===== src/rtl/imm_extend_pkg.sv =====
// Shared types and constants for the pipelined immediate-extension unit.
// The rotate helper keeps the data-processing immediate arithmetic in one place.
package imm_extend_pkg;

    localparam int IMM_W       = 24;
    localparam int ROT_BASE_W  = 32;
    localparam int ROT_AMT_W   = $clog2(ROT_BASE_W);

    typedef enum logic [2:0] {
        ZX8  = 3'b000,
        ZX12 = 3'b001,
        BR   = 3'b010,
        ROT  = 3'b011,
        SX24 = 3'b100
    } imm_src_e;

    // Stage-1 payload; imm_src stays raw so unsupported encodings survive to decode.
    typedef struct packed {
        logic [IMM_W-1:0] imm;
        logic [2:0]       imm_src;
        logic             carry;
    } s1_req_t;

    function automatic logic [ROT_BASE_W-1:0] rotr32(
        input logic [ROT_BASE_W-1:0] value,
        input logic [ROT_AMT_W-1:0]  amount
    );
        logic [2*ROT_BASE_W-1:0] w_double;
        w_double = {value, value} >> amount;
        return w_double[ROT_BASE_W-1:0];
    endfunction

endpackage


===== src/rtl/imm_extend_core.sv =====
// Combinational immediate decode: mode select, rotate and shifter carry-out.
// Sits between the two pipeline stages and can be exercised standalone.
module imm_extend_core
    import imm_extend_pkg::*;
#(
    parameter int DATA_W = 32
) (
    input  logic [IMM_W-1:0]  i_imm,
    input  logic [2:0]        i_imm_src,
    input  logic              i_carry_in,
    output logic [DATA_W-1:0] o_ext_imm,
    output logic              o_shift_carry,
    output logic              o_illegal
);

    logic [ROT_BASE_W-1:0] w_rot_base;
    logic [ROT_BASE_W-1:0] w_rot;
    logic                  w_rot_zero;

    assign w_rot_base = {{(ROT_BASE_W-8){1'b0}}, i_imm[7:0]};
    assign w_rot      = rotr32(w_rot_base, {i_imm[11:8], 1'b0});
    assign w_rot_zero = (i_imm[11:8] == 4'd0);

    always_comb begin
        // NOTE: every output gets a default before the case so no path leaves one unassigned (no latch).
        o_ext_imm     = '0;
        o_shift_carry = i_carry_in;
        o_illegal     = 1'b0;
        case (i_imm_src)
            ZX8:  o_ext_imm = DATA_W'(i_imm[7:0]);
            ZX12: o_ext_imm = DATA_W'(i_imm[11:0]);
            BR:   o_ext_imm = DATA_W'($signed({i_imm, 2'b00}));
            ROT: begin
                o_ext_imm     = DATA_W'(w_rot);
                o_shift_carry = w_rot_zero ? i_carry_in : w_rot[ROT_BASE_W-1];
            end
            SX24: o_ext_imm = DATA_W'($signed(i_imm));
            default: o_illegal = 1'b1;
        endcase
    end

endmodule


===== src/rtl/imm_extend_pipe.sv =====
// Two-stage immediate extender with valid/ready handshake, back-pressure and flush.
// S1 captures the request, S2 holds the decoded result that drives the outputs.
module imm_extend_pipe
    import imm_extend_pkg::*;
#(
    parameter int DATA_W = 32,
    parameter int TAG_W  = 4
) (
    input  logic              clk,
    input  logic              reset,
    input  logic              in_valid,
    output logic              in_ready,
    input  logic [IMM_W-1:0]  imm,
    input  logic [2:0]        imm_src,
    input  logic              carry_in,
    input  logic [TAG_W-1:0]  tag_in,
    input  logic              flush,
    output logic              out_valid,
    input  logic              out_ready,
    output logic [DATA_W-1:0] ext_imm,
    output logic              shift_carry,
    output logic              illegal,
    output logic [TAG_W-1:0]  tag_out
);

    logic              r_s1_valid;
    s1_req_t           r_s1_req;
    logic [TAG_W-1:0]  r_s1_tag;

    logic              r_s2_valid;
    logic [DATA_W-1:0] r_ext_imm;
    logic              r_shift_carry;
    logic              r_illegal;
    logic [TAG_W-1:0]  r_tag;

    logic              w_s2_load;
    logic              w_s1_accept;
    logic              w_s2_capture;
    logic [DATA_W-1:0] w_core_ext;
    logic              w_core_carry;
    logic              w_core_illegal;

    // S2 takes a new entry when empty or when its current one retires this edge.
    assign w_s2_load    = !r_s2_valid || out_ready;
    assign in_ready     = !flush && (!r_s1_valid || w_s2_load);
    assign w_s1_accept  = in_valid && in_ready;
    assign w_s2_capture = !flush && w_s2_load && r_s1_valid;

    always_ff @(posedge clk or negedge reset) begin
        // NOTE: state uses non-blocking assignments so every flop samples pre-edge values.
        if (!reset) begin
            r_s1_valid <= 1'b0;
            r_s2_valid <= 1'b0;
        end else if (flush) begin
            r_s1_valid <= 1'b0;
            r_s2_valid <= 1'b0;
        end else begin
            if (w_s2_load) begin
                r_s2_valid <= r_s1_valid;
            end
            if (w_s1_accept) begin
                r_s1_valid <= 1'b1;
            end else if (w_s2_load) begin
                r_s1_valid <= 1'b0;
            end
        end
    end

    // NOTE: S1 payload is qualified by r_s1_valid, so it needs no reset.
    always_ff @(posedge clk) begin
        if (w_s1_accept) begin
            r_s1_req.imm     <= imm;
            r_s1_req.imm_src <= imm_src;
            r_s1_req.carry   <= carry_in;
            r_s1_tag         <= tag_in;
        end
    end

    imm_extend_core #(
        .DATA_W (DATA_W)
    ) u_core (
        .i_imm         (r_s1_req.imm),
        .i_imm_src     (r_s1_req.imm_src),
        .i_carry_in    (r_s1_req.carry),
        .o_ext_imm     (w_core_ext),
        .o_shift_carry (w_core_carry),
        .o_illegal     (w_core_illegal)
    );

    // Output flops are reset so a cleared pipeline presents all-zero results.
    always_ff @(posedge clk or negedge reset) begin
        if (!reset) begin
            r_ext_imm     <= '0;
            r_shift_carry <= 1'b0;
            r_illegal     <= 1'b0;
            r_tag         <= '0;
        end else if (w_s2_capture) begin
            r_ext_imm     <= w_core_ext;
            r_shift_carry <= w_core_carry;
            r_illegal     <= w_core_illegal;
            r_tag         <= r_s1_tag;
        end
    end

    assign out_valid   = r_s2_valid;
    assign ext_imm     = r_ext_imm;
    assign shift_carry = r_shift_carry;
    assign illegal     = r_illegal;
    assign tag_out     = r_tag;

endmodule


===== config.mk =====
export PLATFORM = sky130hd
export DESIGN_NAME = imm_extend_pipe
export DESIGN_NICKNAME = d
export VERILOG_FILES = /design/src/rtl/imm_extend_pkg.sv /design/src/rtl/imm_extend_core.sv /design/src/rtl/imm_extend_pipe.sv
export SDC_FILE = /design/constraint.sdc
export NUM_CORES = 1
export LEC_CHECK = 0
export ABC_AREA = 1
export BUFFER_PORTS_ARGS = -buffer_cell sky130_fd_sc_hd__buf_2
export CORE_ASPECT_RATIO = 1.25
export CORE_MARGIN = 10
export CORE_UTILIZATION = 59
export DETAILED_ROUTE_END_ITERATION = 10
export HOLD_SLACK_MARGIN = 0.1
export PLACE_DENSITY = 0.81
export SKIP_CTS_REPAIR_TIMING = 1
export SYNTH_ARGS = -nofsm -noshare
export SYNTH_HDL_FRONTEND = slang
export SYNTH_SLANG_ARGS = --single-unit

===== constraint.sdc =====
create_clock -name clk -period 3.96 [get_ports clk]
set_input_delay 0 -clock clk [delete_from_list [all_inputs] [get_ports clk]]
set_output_delay 0 -clock clk [all_outputs]
set_load 0.02 [all_outputs]

[Yosys cells after proc, flatten, opt, wreduce, memory -nomap -nowiden]
Index checks and enable logic that the tools add are counted.
Word-level totals
  logic and storage cells: 38
  output and inout port bits: 40
  flip-flop bits (word level): 72
  bits of input ports: 37
Operators by class
  mux-type cells: 9
  shifts and indexed selects: 1
  reductions and logical operators: 14
  equality and inequality tests: 4
Operators by type and width (number)
  $pmux 32 s5: 1
  $shr 40x5->32: 1
  $mux 1: 8
  $eq 3x2->1 const B: 2
  $reduce_or 5->1: 1
  $logic_and 1x1->1: 4
  $logic_not 4->1: 1
  $eq 3x1->1 const B: 1
  $eq 3x3->1 const B: 1
  $logic_not 1->1: 3
  $logic_not 3->1: 1
  $reduce_bool 3->1: 1
  $logic_or 1x1->1: 2
  $reduce_bool 2->1: 1

[Depth between registers and ports, before layout]
  depth in word-level cells: 7
  depth in mapped cells: 10
  mapped depth without buffers: 10

[Hierarchy]
Synthesis repeated with hierarchy kept, for this count alone.
Second synthesis, totals
  cells, all modules: 441
  area, all modules: 3687.3 um^2
Modules (own cells, without submodules)
  imm_extend_pipe: area an instance 2593.7 um^2, cells each 211, instances 1, sequential area each 1961.9 um^2
  imm_extend_core: area an instance 1093.5 um^2, cells each 230, instances 1, sequential area each 0.0 um^2

[Worst setup path after synthesis]
No wires, ideal clock.
  kind: register to register
  from: register r_s2_valid (netlist: out_valid)
  to: register r_s1_req[0] in the netlist's numbering (enable)
  cell stages (with the launch flop): 8
  required time: 3.539 ns
  arrival time: 2.123 ns
  setup slack: 1.416 ns
  path buffers: 0
  library setup time: 0.421 ns
  period minus slack after synthesis: 2.544 ns
  path through: dfrtp_1 inv_1 nor2_1 inv_1 nor2_1 inv_1 nand2_1 nor2_1
Between the ends
  longest elaborated chain between the ends: 5
RTL lines
  start, declared: line imm_extend_pipe.sv:30  | logic r_s2_valid;
  start signal, assigned: line imm_extend_pipe.sv:59  | r_s2_valid <= r_s1_valid;
  $logic_not 1->1: line imm_extend_pipe.sv:44  | assign w_s2_load = !r_s2_valid || out_ready;
  $logic_or 1x1->1: line imm_extend_pipe.sv:44
  $logic_or 1x1->1: line imm_extend_pipe.sv:45  | assign in_ready = !flush && (!r_s1_valid || w_s2_load);
  $logic_and 1x1->1: line imm_extend_pipe.sv:45
  $logic_and 1x1->1: line imm_extend_pipe.sv:46  | assign w_s1_accept = in_valid && in_ready;
  named net w_s1_accept: line imm_extend_pipe.sv:37  | logic w_s1_accept;
  end, declared: line imm_extend_pipe.sv:27  | s1_req_t r_s1_req;
The timed path passes the listed nets, and every way through them passes these cells.
A chain may end at the register's enable or synchronous reset.

[Final worst setup path]
  from: register r_s1_req[13] in the netlist's numbering
  to: register r_ext_imm[25] (netlist: ext_imm[25])
Between the ends
  longest elaborated chain between the ends: 2
RTL lines
  $shr 40x5->32: line imm_extend_pkg.sv:29  | w_double = {value, value} >> amount;
  $pmux 32 s5: line imm_extend_core.sv:29  | case (i_imm_src)
  end signal, assigned: line imm_extend_pipe.sv:98  | r_ext_imm <= w_core_ext;
  end, declared: line imm_extend_pipe.sv:31  | logic [DATA_W-1:0] r_ext_imm;
No other way between the ends.

==> flow_summary.ini <==
[synth]
synthCells = 470
yosys_warnings = 0
synthesis.area_sq_mm = 0.00367
seq_area_frac_synth_pct = 53.4
synth_area_per_cell_sq_um = 7.82
synth_nets = 507
synthDistinctLibCells = 26
synth-seq-cells = 72

[clock_network]
root_buffer = clkbuf_8
cts.sinks = 72
htree_levels = 3
cts_tree = built
clk_pin_slew_ps = 80
clk-insertion-delay-late_ps = 360
cts_buffers = 9
cts.path.max_buffers = 2

[critical_path]
cp-start-kind = flop
criticalPathCategory = reg2reg
cp.arrival_ps = 2230
reg2reg_setup_slack_ps = 2020
required_ps = 4250
end_kind = flop
cp_max_fo = 21

[cells_and_area]
n_fill_cell = 445
multi_input_area_sq_mm = 0.00145
final_common_cell = nand2_1
antenna_cells = 0
final_cell_mix = nand2_1 (215), buf_2 (76), dfrtp_1 (40)
seqCellArea_sq_mm = 0.00196
areaGrowthSynthToFinish_pct = 27.1
final_util_pct = 76.3
drive_gt1_share_pct = 18.7
nets = 614

[timing]
whs_ps = 303
fin_worst_skew_ps = 12.6
slew_violations = 0
worst_pin_slew_ps = 916
finalSetupViolCount = 0
max_freq_mhz = 515
relSlewSlack_pct = 39.0
rsz0062_at_grt = false
finalHoldViolCount = 0
fin_crit_ps = 1940
fin_setup_tns_ps = 0
period_share_pct = 49.0

[pwr]
ir_drop_mv = 0.552
p_leak_nw = 2.43
powerDensity_mw_per_mm2 = 408
power_mw = 1.91

[run_status]
status = finished, final reports clean

[die]
initial_core_util_pct = 60.0
die_x_um = 90.6
die_area_sq_mm = 0.00981
num_rows = 32
pin_count = 77
die_h_um = 108
coreArea_sq_mm = 0.00613

[drt]
drt_iter0_drc = 428
vias = 3741
dr.pass1.iters = 5
drc_errors = 0
totalWireLength_mm = 12.1
wl_per_cell_um = 18.2
final_antenna_net_count = 0
routed_via_density = 5.61

[place]
dp_hpwl_mm = 7.49
gp_congestion = 0.929
portBuffers = 76

[grt]
grt_pass1_vias = 3438
antenna_found_initial = 0
gr-usage-all-layers_pct = 21.4
grt-ovfl-total = 0
grt_pass1_wl_mm = 16.8
grt_start_max_net_pins = 41

[hold_path]
worstHoldPathType = in2async

[flow_run]
maxCapViolations = 0
-- path summary, 6_finish.rpt --
| kind | startpoint | endpoint | cells after the start |
|---|---|---|---|
| hold reg to reg | r_s1_tag[0] | tag_out[0] | 2 |
| min in group clk | imm[11] | r_s1_req[15] | 2 |
| setup / recovery | r_s1_req[13] | ext_imm[25] | 6 |
| setup reg to reg | r_s1_req[13] | ext_imm[25] | 6 |
| max in group asynchronous | reset | ext_imm[13] | 2 |
| hold / removal | reset | ext_imm[8] | 2 |
-- state kept, by name (all words and copies together), names as in the netlist --
| register | flops |
|---|---|
| tag_out | 4 |
| shift_carry | 1 |
| ext_imm | 32 |
| r_s1_valid | 1 |
| out_valid | 1 |
| r_s1_tag | 4 |
| r_s1_req | 28 |
| illegal | 1 |
-- through the flow --
step                setup WS, ps  instances  area (sq um)
finish                      2020        667          4670
global route                1890        667          4670
floorplan                   1420        470          3670
detailed placement          2090        614          4070
CTS                         2080        630          4300
global placement            2040        614          4070
-- layer usage --
metal  track usage (%)  up-vias  wire, um  part of all wire [%]
met5                 0        -         0                     0
met4              10.8        0       514                   4.2
met3              4.99       53      1170                   9.6
met2              37.2      268      6040                    50
met1              24.5     1703      4420                    36
li1                  -     1717         -                     -
-- critical path: stages (launching register included) --
cell and delay (ps):
edfxtp_1 780, inv_2 310, o21ai_1 420, nand3_1 120, nand2_1 90, nand2_1 50
nand2_1 80
-- kinds of logic after synthesis --
| family | Yosys count | share of synthesized area, % |
|---|---|---|
| AO/OA/AOI/OAI | 34 | 5.21 |
| buffers and inverters | 61 | 7.25 |
| flip-flops | 72 | 53.4 |
| AND/OR/NAND/NOR | 303 | 34.2 |
-- layout make-up --
cell class                 count  share of cell area (%)
timing repair buffer         116                    16.6
tap                           85                    2.28
multi-input combinational    337                    31.0
inverter                      41                    3.29
clock inverter                 5                    1.85
clock buffer                  11                    3.03
sequential                    72                    42.0
-- report_power, final --
group / switching [mW] / internal (mW)
clock network: 0.300 / 0.378
logic: 0.218 / 0.116
registers: 0.0451 / 0.849
total: 0.562 / 1.34
-- synthesized netlist by cell type (all sizes together) --
cell type	instances	share of area, %
a21oi	6	0.92
a22oi	1	0.20
buf	17	2.8
clkbuf	3	0.31
clkinv	1	0.10
dfrtp	40	27
edfxtp	32	26
inv	40	4.1
nand2	216	22
nand3	40	5.8
nand4	12	2.0
nor2	35	4.2
o21ai	20	2.8
o21bai	1	0.20
o22ai	5	0.85
o31ai	1	0.20
(Power assumes the default switching activity.)
